File: config.mk
export PLATFORM = sky130hd
export DESIGN_NAME = fp_accum_driver_flat
export DESIGN_NICKNAME = d
export VERILOG_FILES = /design/src/rtl/fp_accum_driver_if.sv /design/src/rtl/fp_accum_driver.sv /design/src/flat_wrapper.sv
export SDC_FILE = /design/constraint.sdc
export NUM_CORES = 1
export LEC_CHECK = 0
export CORE_ASPECT_RATIO = 0.7
export CORE_MARGIN = 2
export CORE_UTILIZATION = 51
export CTS_CLUSTER_DIAMETER = 120
export DETAILED_ROUTE_END_ITERATION = 12
export PLACE_DENSITY = 0.89
export RECOVER_POWER = 100
export SETUP_SLACK_MARGIN = 0.15
export SYNTH_ARGS = -nofsm -noshare
export SYNTH_HDL_FRONTEND = slang
export SYNTH_SLANG_ARGS = --single-unit
File: constraint.sdc
create_clock -name clk -period 3.2 [get_ports clk]
set_input_delay 0.8 -clock clk [delete_from_list [all_inputs] [get_ports clk]]
set_output_delay 0.8 -clock clk [all_outputs]
set_load 0.02 [all_outputs]
File: src/rtl/fp_accum_driver_if.sv
// Bundle of the operand stream, status and adder request signals for fp_accum_driver.
// Operand stream: a transfer occurs on a rising edge where in_valid && in_ready; in_data must be stable while in_valid is high.
interface fp_accum_driver_if;
    logic        in_valid;
    logic [31:0] in_data;
    logic        in_ready;
    logic        clear;
    logic [31:0] acc_out;
    logic [7:0]  count;
    logic        busy;
    logic        err_timeout;
    logic [31:0] add_A;
    logic [31:0] add_B;
    logic        add_start;
    logic        add_done;
    logic [31:0] add_ans;

    // master: operand producer plus adder; slave: the accumulator driver
    modport master (
        output in_valid, in_data, clear, add_done, add_ans,
        input  in_ready, acc_out, count, busy, err_timeout, add_A, add_B, add_start
    );

    modport slave (
        input  in_valid, in_data, clear, add_done, add_ans,
        output in_ready, acc_out, count, busy, err_timeout, add_A, add_B, add_start
    );
endinterface

File: src/rtl/fp_accum_driver.sv
// Operand FIFO plus start/done sequencer keeping a running sum through an external multi-cycle FP adder.
// Optional FPACC_ZERO_SKIP_EN: +/-0 operands are retired in IDLE without an adder transaction.
module fp_accum_driver #(
    parameter int DEPTH   = 4,
    parameter int TIMEOUT = 64
) (
    input  logic                clk,
    input  logic                rst,
    fp_accum_driver_if.slave    bus,
    output logic [1:0]          state_dbg
);
    localparam int AW = (DEPTH > 1) ? $clog2(DEPTH) : 1;
    localparam logic [AW:0] OCC_FULL  = (AW + 1)'(DEPTH);
    localparam logic [7:0]  WAIT_LAST = 8'(TIMEOUT - 1);

    typedef enum logic [1:0] {
        S_IDLE  = 2'd0,
        S_ISSUE = 2'd1,
        S_WAIT  = 2'd2
    } state_t;

    state_t state, state_next;

    logic [31:0]   mem [DEPTH];
    logic [AW-1:0] wr_ptr, rd_ptr;
    logic [AW:0]   occ;
    logic [31:0]   acc;
    logic [31:0]   op_b;
    logic [7:0]    cnt;
    logic [7:0]    cnt_inc;
    logic [7:0]    wait_cnt;
    logic          err;
    logic          clr_pend;

    logic push, pop, fifo_empty;
    logic do_clear, do_capture, do_timeout, do_skip, load_b;

    assign fifo_empty = (occ == '0);
    assign push       = bus.in_valid && bus.in_ready;
    assign cnt_inc    = (cnt == 8'hFF) ? cnt : cnt + 8'd1;

`ifdef FPACC_ZERO_SKIP_EN
    logic head_zero;
    assign head_zero = (mem[rd_ptr][30:0] == 31'd0);
`endif

    always_comb begin
        state_next = state;
        pop        = 1'b0;
        do_clear   = 1'b0;
        do_capture = 1'b0;
        do_timeout = 1'b0;
        do_skip    = 1'b0;
        load_b     = 1'b0;
        unique case (state)
            S_IDLE: begin
                // a pending clear wins over starting the next operand
                if (bus.clear || clr_pend) begin
                    do_clear = 1'b1;
                end else if (!fifo_empty) begin
`ifdef FPACC_ZERO_SKIP_EN
                    if (head_zero) begin
                        do_skip = 1'b1;
                        pop     = 1'b1;
                    end else begin
                        load_b     = 1'b1;
                        state_next = S_ISSUE;
                    end
`else
                    load_b     = 1'b1;
                    state_next = S_ISSUE;
`endif
                end
            end
            S_ISSUE: begin
                state_next = S_WAIT;
            end
            S_WAIT: begin
                if (bus.add_done) begin
                    do_capture = 1'b1;
                    pop        = 1'b1;
                    state_next = S_IDLE;
                end else if (wait_cnt == WAIT_LAST) begin
                    do_timeout = 1'b1;
                    pop        = 1'b1;
                    state_next = S_IDLE;
                end
            end
            default: begin
                state_next = S_IDLE;
            end
        endcase
    end

    always_ff @(posedge clk or negedge rst) begin
        if (!rst) begin
            wr_ptr <= '0;
            rd_ptr <= '0;
            occ    <= '0;
        end else if (do_clear) begin
            wr_ptr <= '0;
            rd_ptr <= '0;
            occ    <= '0;
        end else begin
            if (push) wr_ptr <= wr_ptr + 1'b1;
            if (pop)  rd_ptr <= rd_ptr + 1'b1;
            case ({push, pop})
                2'b10:   occ <= occ + 1'b1;
                2'b01:   occ <= occ - 1'b1;
                default: occ <= occ;
            endcase
        end
    end

    always_ff @(posedge clk) begin
        if (push) mem[wr_ptr] <= bus.in_data;
    end

    always_ff @(posedge clk or negedge rst) begin
        if (!rst) begin
            state    <= S_IDLE;
            acc      <= '0;
            cnt      <= '0;
            err      <= 1'b0;
            clr_pend <= 1'b0;
            op_b     <= '0;
            wait_cnt <= '0;
        end else begin
            state <= state_next;
            if (do_clear) begin
                acc      <= '0;
                cnt      <= '0;
                err      <= 1'b0;
                clr_pend <= 1'b0;
            end else if (bus.clear) begin
                clr_pend <= 1'b1;
            end
            if (do_capture) begin
                acc <= bus.add_ans;
                cnt <= cnt_inc;
            end
            if (do_skip)    cnt  <= cnt_inc;
            if (do_timeout) err  <= 1'b1;
            if (load_b)     op_b <= mem[rd_ptr];
            if (state == S_ISSUE) begin
                wait_cnt <= '0;
            end else if (state == S_WAIT) begin
                wait_cnt <= wait_cnt + 8'd1;
            end
        end
    end

    assign bus.in_ready    = (occ != OCC_FULL);
    assign bus.busy        = (state != S_IDLE) || !fifo_empty;
    assign bus.add_start   = (state == S_ISSUE);
    assign bus.add_A       = acc;
    assign bus.add_B       = op_b;
    assign bus.acc_out     = acc;
    assign bus.count       = cnt;
    assign bus.err_timeout = err;
    assign state_dbg       = state;
endmodule

File: src/flat_wrapper.sv
// flat-port wrapper written by rule: the top's interface ports become plain ports
module fp_accum_driver_flat 
#(
    parameter int DEPTH   = 4,
    parameter int TIMEOUT = 64
)
  (clk, rst, state_dbg, bus_in_valid, bus_in_data, bus_clear, bus_add_done, bus_add_ans, bus_in_ready, bus_acc_out, bus_count, bus_busy, bus_err_timeout, bus_add_A, bus_add_B, bus_add_start);
  fp_accum_driver_if bus_i ();
  input  logic clk;
  input  logic rst;
  output logic [1:0] state_dbg;
  input wire logic [$bits(bus_i.in_valid)-1:0] bus_in_valid;
  input wire logic [$bits(bus_i.in_data)-1:0] bus_in_data;
  input wire logic [$bits(bus_i.clear)-1:0] bus_clear;
  input wire logic [$bits(bus_i.add_done)-1:0] bus_add_done;
  input wire logic [$bits(bus_i.add_ans)-1:0] bus_add_ans;
  output wire logic [$bits(bus_i.in_ready)-1:0] bus_in_ready;
  output wire logic [$bits(bus_i.acc_out)-1:0] bus_acc_out;
  output wire logic [$bits(bus_i.count)-1:0] bus_count;
  output wire logic [$bits(bus_i.busy)-1:0] bus_busy;
  output wire logic [$bits(bus_i.err_timeout)-1:0] bus_err_timeout;
  output wire logic [$bits(bus_i.add_A)-1:0] bus_add_A;
  output wire logic [$bits(bus_i.add_B)-1:0] bus_add_B;
  output wire logic [$bits(bus_i.add_start)-1:0] bus_add_start;
  assign bus_i.in_valid = bus_in_valid;
  assign bus_i.in_data = bus_in_data;
  assign bus_i.clear = bus_clear;
  assign bus_i.add_done = bus_add_done;
  assign bus_i.add_ans = bus_add_ans;
  assign bus_in_ready = bus_i.in_ready;
  assign bus_acc_out = bus_i.acc_out;
  assign bus_count = bus_i.count;
  assign bus_busy = bus_i.busy;
  assign bus_err_timeout = bus_i.err_timeout;
  assign bus_add_A = bus_i.add_A;
  assign bus_add_B = bus_i.add_B;
  assign bus_add_start = bus_i.add_start;
  fp_accum_driver #(.DEPTH(DEPTH), .TIMEOUT(TIMEOUT)) u_core (.clk(clk), .rst(rst), .bus(bus_i), .state_dbg(state_dbg));
endmodule
# ---- Yosys cells after proc, flatten, opt, wreduce, memory -nomap -nowiden
# Memory sizes are Yosys's and may differ from the RTL's. A register that Yosys moved wholly into a read port is not among the register bits.
# Cells that the tools add are included.
dict set report classes {
  addsub 6
  n_eq_ne 11
  muxes 36
  reduce_logical 17
}
# operator n
set ops {}
lappend ops {{32-bit 2-to-1 mux} 2}
lappend ops {{8-bit 2-to-1 mux} 5}
lappend ops {{1-bit 2-to-1 mux} 18}
lappend ops {{8-bit by 1-bit adder with 8-bit output, second input constant} 2}
lappend ops {{2-bit 2-to-1 mux} 8}
lappend ops {{2-bit nonzero test} 7}
lappend ops {{8-bit by 6-bit == test with 1-bit output, second input constant} 1}
lappend ops {{8-bit == test, second input constant} 1}
lappend ops {{2-bit != test, second input constant} 3}
lappend ops {{2-bit one-hot mux with 3 select lines} 1}
lappend ops {{3-bit one-hot mux with 2 select lines} 1}
lappend ops {{2-bit by 1-bit adder with 2-bit output, second input constant} 2}
lappend ops {{2-bit by 1-bit == test with 1-bit output, second input constant} 2}
lappend ops {{2-bit == test, second input constant} 2}
lappend ops {{3-bit by 1-bit adder with 3-bit output, second input constant} 1}
lappend ops {{3-bit zero test} 1}
lappend ops {{3-bit 2-to-1 mux} 1}
lappend ops {{3-bit by 2-bit != test with 1-bit output, second input constant} 1}
lappend ops {{3-bit != test, second input constant} 1}
lappend ops {{3-bit AND reduction} 1}
lappend ops {{3-bit nonzero test} 1}
lappend ops {{3-bit by 1-bit subtractor with 3-bit output, second input constant} 1}
lappend ops {{1-bit zero test} 2}
lappend ops {{2-bit zero test} 1}
lappend ops {{3 further kinds} 4}
dict set report word_totals {
  regBits 59
  ram_bits 128
  input_bits 69
  out_inout_bits 110
  memories 1
}
# name words width rd rd_ports_with_merged_regs write_ports line_no
set mem_list {}
lappend mem_list {u_core.mem 4 32 1 1 1 fp_accum_driver.sv:24} ;# logic [31:0] mem [DEPTH];

# ---- Logic depth before layout (Yosys ltp)
dict set report depth {
  ltp_word 7
  mapped_depth 11
  ltp_nobuf 11
}

# ---- Worst setup path before layout
# No wires, ideal clock.
dict set report synth_path {
  path_kind {reg-to-reg}
  start {register u_core.state[0], in the netlist u_core.state_dbg[0]}
  end {register u_core.occ[2]}
  t_arrival_ns 2.437
  setup_slack_ns 0.685
  stages_incl_launch_ff 12
  path_buffers 0
  period_less_slack_ns 2.515
  path_cell_list {dfrtp_1 -> inv_1 -> ha_1 -> nand4_1 -> o41a_1 -> inv_1 -> ha_1 -> inv_1 -> fa_1 -> xor2_1 -> or3_1 -> a21oi_1}
}
dict set report synth_via {
  elab_chain_cells 5
  word_cells_on_any_way 9
  classes_between {3 x eq/ne; 4 x mux; 2 x reduce/logical}
}
# item line_no
set synth_lines {}
lappend synth_lines {{from (decl)} fp_accum_driver.sv:22} ;# state_t state, state_next;
lappend synth_lines {{from (signal assigned)} fp_accum_driver.sv:129} ;# state <= state_next;
lappend synth_lines {{2-bit == test} fp_accum_driver.sv:55} ;# unique case (state)
lappend synth_lines {{1-bit 2-to-1 mux} fp_accum_driver.sv:55}
lappend synth_lines {{2-bit by 1-bit == test with 1-bit output or 2-bit == test (tied branches)} fp_accum_driver.sv:107} ;# case ({push, pop})
lappend synth_lines {{3-bit one-hot mux with 2 select lines} fp_accum_driver.sv:107}
lappend synth_lines {{3-bit 2-to-1 mux} fp_accum_driver.sv:100} ;# end else if (do_clear) begin
lappend synth_lines {{to (signal assigned)} fp_accum_driver.sv:108} ;# 2'b10: occ <= occ + 1'b1;
lappend synth_lines {{to (signal assigned)} fp_accum_driver.sv:109} ;# 2'b01: occ <= occ - 1'b1;
lappend synth_lines {{to (decl)} fp_accum_driver.sv:26} ;# logic [AW:0] occ;
# Several ways; a longest one is shown, not always the timed one.
# A chain may end at the register's enable or synchronous reset.

# ---- Worst setup path after layout
dict set report layout_path {
  start {register u_core.state[1], in the netlist u_core.state_dbg[1]}
  end {output port bus_add_start}
}
dict set report layout_via {
  elab_chain_cells 1
}
# item line_no
set layout_lines {}
lappend layout_lines {{2-bit by 1-bit == test with 1-bit output} fp_accum_driver.sv:155} ;# assign bus.add_start = (state == S_ISSUE);
lappend layout_lines {{to (decl)} flat_wrapper.sv:24} ;# output wire logic [$bits(bus_i.add_start)-1:0] bus_add_start;
# Every way passes these cells.

==> flow_metrics.tcl <==
set metrics [dict create \
    status "complete, but fails checks" \
    failed_checks "capacitance limit, slew limit" \
    worst_pin_slew_ns 1.560 \
    grt_start_max_net_pins 48 \
    fin_crit_sh 0.9240 \
    finalWeightedCongestion 0.8144 \
    holdCritPathClass "reg2reg" \
    fin_nets 805 \
    critical_path_peak_fanout 10 \
    drt_drc_violations_left 0 \
    synth.cell_area_um2 8800 \
    filler_cell_count 1163 \
    post_cts.repair.setup_buffers 0 \
    detailroute.via_count 5316 \
    preCtsSetupSlack_ns 0.2282 \
    io_pins 179 \
    drt_first_pass_iters 5 \
    floorplan.die.height_um 113.9 \
    multiInputGateArea_um2 2245 \
    timing.clock.skew_ns 0.008245 \
    max_clock_freq_ghz 0.3382 \
    seq_area_um2 6123 \
    finalSetupTns_ns 0 \
    floorplan.initialDensity 0.5171 \
    cap_violations 1 \
    cpPeakStageDelay_ns 0.75 \
    pwr-share-seq 0.412 \
    synth.yosys.warnings 0 \
    seq_area_frac_synth 0.6956 \
    postCtsResizedCells 0 \
    finalHoldViolCount 0 \
    synth_top_area_frac 0.4368 \
    i_o_buffers 178 \
    critical-path-top-delay-family "buffers and inverters" \
    worstPathRequired_ns 2.40 \
    setup_slack_ns 0.2433 \
    area_growth_pct 28.78 \
    routedWlPerCell_um 19.99 \
    cp_cell_sequence "inv_1, ha_1, dlygate4sd3_1" \
    power.combinational.fraction 0.322 \
    numCtsBuffers 22 \
    clock-root-buffer "sky130_fd_sc_hd__clkbuf_16" \
    first_global_vias 5571 \
    dpl.hpwl_mm 12.46 \
    core_area_um2 17020 \
    post_drt_via_cell_ratio 5.464 \
    setup_viol_count_final 0 \
    switching_share 0.3220 \
    number_of_distinct_standard_cells_referenced_by_the_synthesized_netlist 40 \
    antenna_violations_before_repair 1 \
    maxSlewHeadroom -0.03973 \
    finalHoldWorstSlack_ns 0.5020 \
    post_synth.cell_area_avg_um2 15.47 \
    grt_setup_unrepaired "false" \
    design_power_total_uw 10090 \
    gr-total-overflow 0 \
    total_leakage_power_uw 0.004575 \
    post_synthesis_instance_total 569 \
    synth_top_cells_by_area "sky130_fd_sc_hd__edfxtp_1 (44%), sky130_fd_sc_hd__dfrtp_1 (26%), sky130_fd_sc_hd__mux4_2 (8.2%)" \
    cts.htree.levels 1 \
    peakVddDrop_uv 522.0 \
    drive_gt1_frac 0.1619 \
    critPathSlowestCell "sky130_fd_sc_hd__dlygate4sd3_1" \
    die_width_um 161 \
    final-max-slew-violation-count 35 \
    dr.first_iter.drc_count 432 \
    power_per_cell_area_nw_per_um2 890.4 \
    tritoncts "done" \
    power.switching_uw 3249 \
    postSynthRegisterBits 219 \
    cp.buffers_inverters 2 \
    placement_rows 40 \
    worst-setup-path-type "reg2out" \
    fp.dieArea_um2 18340 \
    hold_buffers 0 \
    postRouteAntennaNets 0 \
    clk_pin_slew_ns 0.07 \
    totalWireLength_mm 19.45 \
    clock_power_share 0.266 \
    first_pass_grt_wire_length_mm 30.42 \
    deepest_clock_path_buffer_count 3 \
    cts.sink_count 219 \
    worstPathArrival_ns 2.16 \
    start_kind "flip-flop" \
    globalRouteTotalUtil 0.2135 \
    internal_power_uw 6842 \
    insertion_delay_to_the_later_sink_of_the_worst_skew_pair_ns 0.49 \
    yosysTopAreaCell "sky130_fd_sc_hd__edfxtp_1" \
    timing.final.crit_period_ns 2.957 \
    synth.net_count 649 \
    critical_path.endpoint_type "primary output" \
]
## cell usage after synthesis
cell type,n
sky130_fd_sc_hd__buf_2,4
sky130_fd_sc_hd__mux2i_1,2
sky130_fd_sc_hd__o2bb2ai_1,1
sky130_fd_sc_hd__clkbuf_1,10
sky130_fd_sc_hd__nand4_1,3
sky130_fd_sc_hd__and3_1,5
sky130_fd_sc_hd__nor3b_1,2
sky130_fd_sc_hd__nand2_2,1
sky130_fd_sc_hd__o22ai_1,4
sky130_fd_sc_hd__nand3b_1,2
sky130_fd_sc_hd__o21a_1,2
sky130_fd_sc_hd__buf_4,33
sky130_fd_sc_hd__xor2_1,3
sky130_fd_sc_hd__a21oi_1,11
sky130_fd_sc_hd__buf_1,5
sky130_fd_sc_hd__nor2_1,15
sky130_fd_sc_hd__nor2b_1,1
sky130_fd_sc_hd__fa_1,1
sky130_fd_sc_hd__nand2_1,75
sky130_fd_sc_hd__dfrtp_1,91
sky130_fd_sc_hd__o21ai_0,7
sky130_fd_sc_hd__inv_1,17
sky130_fd_sc_hd__mux4_2,32
sky130_fd_sc_hd__nor4_1,3
sky130_fd_sc_hd__o31ai_1,1
sky130_fd_sc_hd__buf_6,4
sky130_fd_sc_hd__or3_1,3
sky130_fd_sc_hd__mux2_2,34
sky130_fd_sc_hd__or3b_1,1
sky130_fd_sc_hd__and2_1,2
sky130_fd_sc_hd__xnor2_1,3
sky130_fd_sc_hd__o21ai_1,2
sky130_fd_sc_hd__o211ai_1,2
sky130_fd_sc_hd__o41a_1,1
sky130_fd_sc_hd__nand3_1,41
sky130_fd_sc_hd__edfxtp_1,128
sky130_fd_sc_hd__nor3_1,5
sky130_fd_sc_hd__ha_1,10
sky130_fd_sc_hd__a32o_1,1
sky130_fd_sc_hd__nor4_2,1
## stage by stage
| stage | area (µm²) | util | std cells |
|---|---|---|---|
| 4_1_cts | 11380 | 0.6685 | 972 |
| 2_1_floorplan | 8800 | - | 569 |
| 3_3_place_gp | 10610 | 0.6235 | 932 |
| 6_report | 11330 | 0.6660 | 973 |
| 3_5_place_dp | 10610 | 0.6235 | 932 |
| 5_1_grt | 11330 | 0.6658 | 972 |
## final timing paths
| kind | startpoint | endpoint | slack, ns | cells after the start |
|---|---|---|---|---|
| min | u_core.bus.add_B[21]$_DFFE_PN0P_ | u_core.bus.add_B[21]$_DFFE_PN0P_ | 0.50 | 1 |
| max reg2reg | u_core.state_dbg[0]$_DFFE_PN0P_ | u_core.occ[2]$_DFFE_PN0P_ | 0.48 | 11 |
| min reg2reg | u_core.bus.add_B[21]$_DFFE_PN0P_ | u_core.bus.add_B[21]$_DFFE_PN0P_ | 0.50 | 1 |
| max in group asynchronous | rst | u_core.bus.add_B[28]$_DFFE_PN0P_ | 0.76 | 2 |
| max | u_core.state_dbg[1]$_DFFE_PN0P_ | bus_add_start | 0.24 | 3 |
| min in group asynchronous | rst | u_core.bus.acc_out[21]$_DFFE_PN0P_ | 0.57 | 1 |
## kinds of logic (layout without fill, tap and decap cells)
group                    after synthesis  after routing  share of synthesized area
buffers and inverters                 73            245                    0.04920
multiplexers                          68             68                     0.1277
AND/OR/NAND/NOR                      160            160                    0.08318
adder cells (fa/ha/maj)               11             11                    0.01649
other                                  0              1                          0
AO/OA/AOI/OAI                         32             32                    0.02190
XOR/XNOR                               6              6                   0.005973
flip-flops                           219            219                     0.6956
## routing by layer
layer,part of all wire,global-route usage,vias up
met2,0.50,0.3665,204
met1,0.42,0.2860,2690
met3,0.053,0.04255,39
met4,0.023,0.05119,0
li1,-,-,2383
met5,0,0,-
## placed cells by master (no fill, tap or decap), drive strengths merged, types with 3 or more instances in the layout
master           n
a21oi           11
and3             5
bufinv           3
clkbuf          34
clkdlybuf4s50   34
clkinv           7
dfrtp           91
dlygate4sd3    143
edfxtp         128
ha              10
inv             20
mux2            34
mux4            32
nand2           76
nand3           41
nand4            3
nor2            15
nor3             5
nor4             4
o21ai            9
o22ai            4
or3              3
xnor2            3
xor2             3
## power groups by stage
stage          clock network [µW]  registers, µW  logic, µW
2_1_floorplan                   0           4480       1810
3_3_place_gp                    0           4170       3350
3_5_place_dp                    0           4230       3470
4_1_cts                      2730           4180       3490
5_1_grt                      2860           4240       3490
6_report                     2680           4160       3250
## cell type report
| cell class | instances | area share |
|---|---|---|
| Multi-Input combinational cell | 277 | 0.1981 |
| Antenna cell | 1 | 0.0002208 |
| Clock buffer | 25 | 0.05322 |
| Clock inverter | 15 | 0.01435 |
| Tap cell | 231 | 0.02551 |
| Sequential cell | 219 | 0.5404 |
| Inverter | 17 | 0.005631 |
| Timing Repair Buffer | 188 | 0.1626 |
## sequential cells by signal (all words and copies together), names as in the netlist
signal	cells
u_core.occ	3
u_core.bus.count	8
u_core.wait_cnt	8
u_core.state_dbg	2
u_core.wr_ptr	2
u_core.rd_ptr	2
u_core.bus.acc_out	32
u_core.bus.add_B	32
u_core.clr_pend	1
u_core.mem	128
u_core.bus.err_timeout	1
Power figures use the tool's default switching activity.
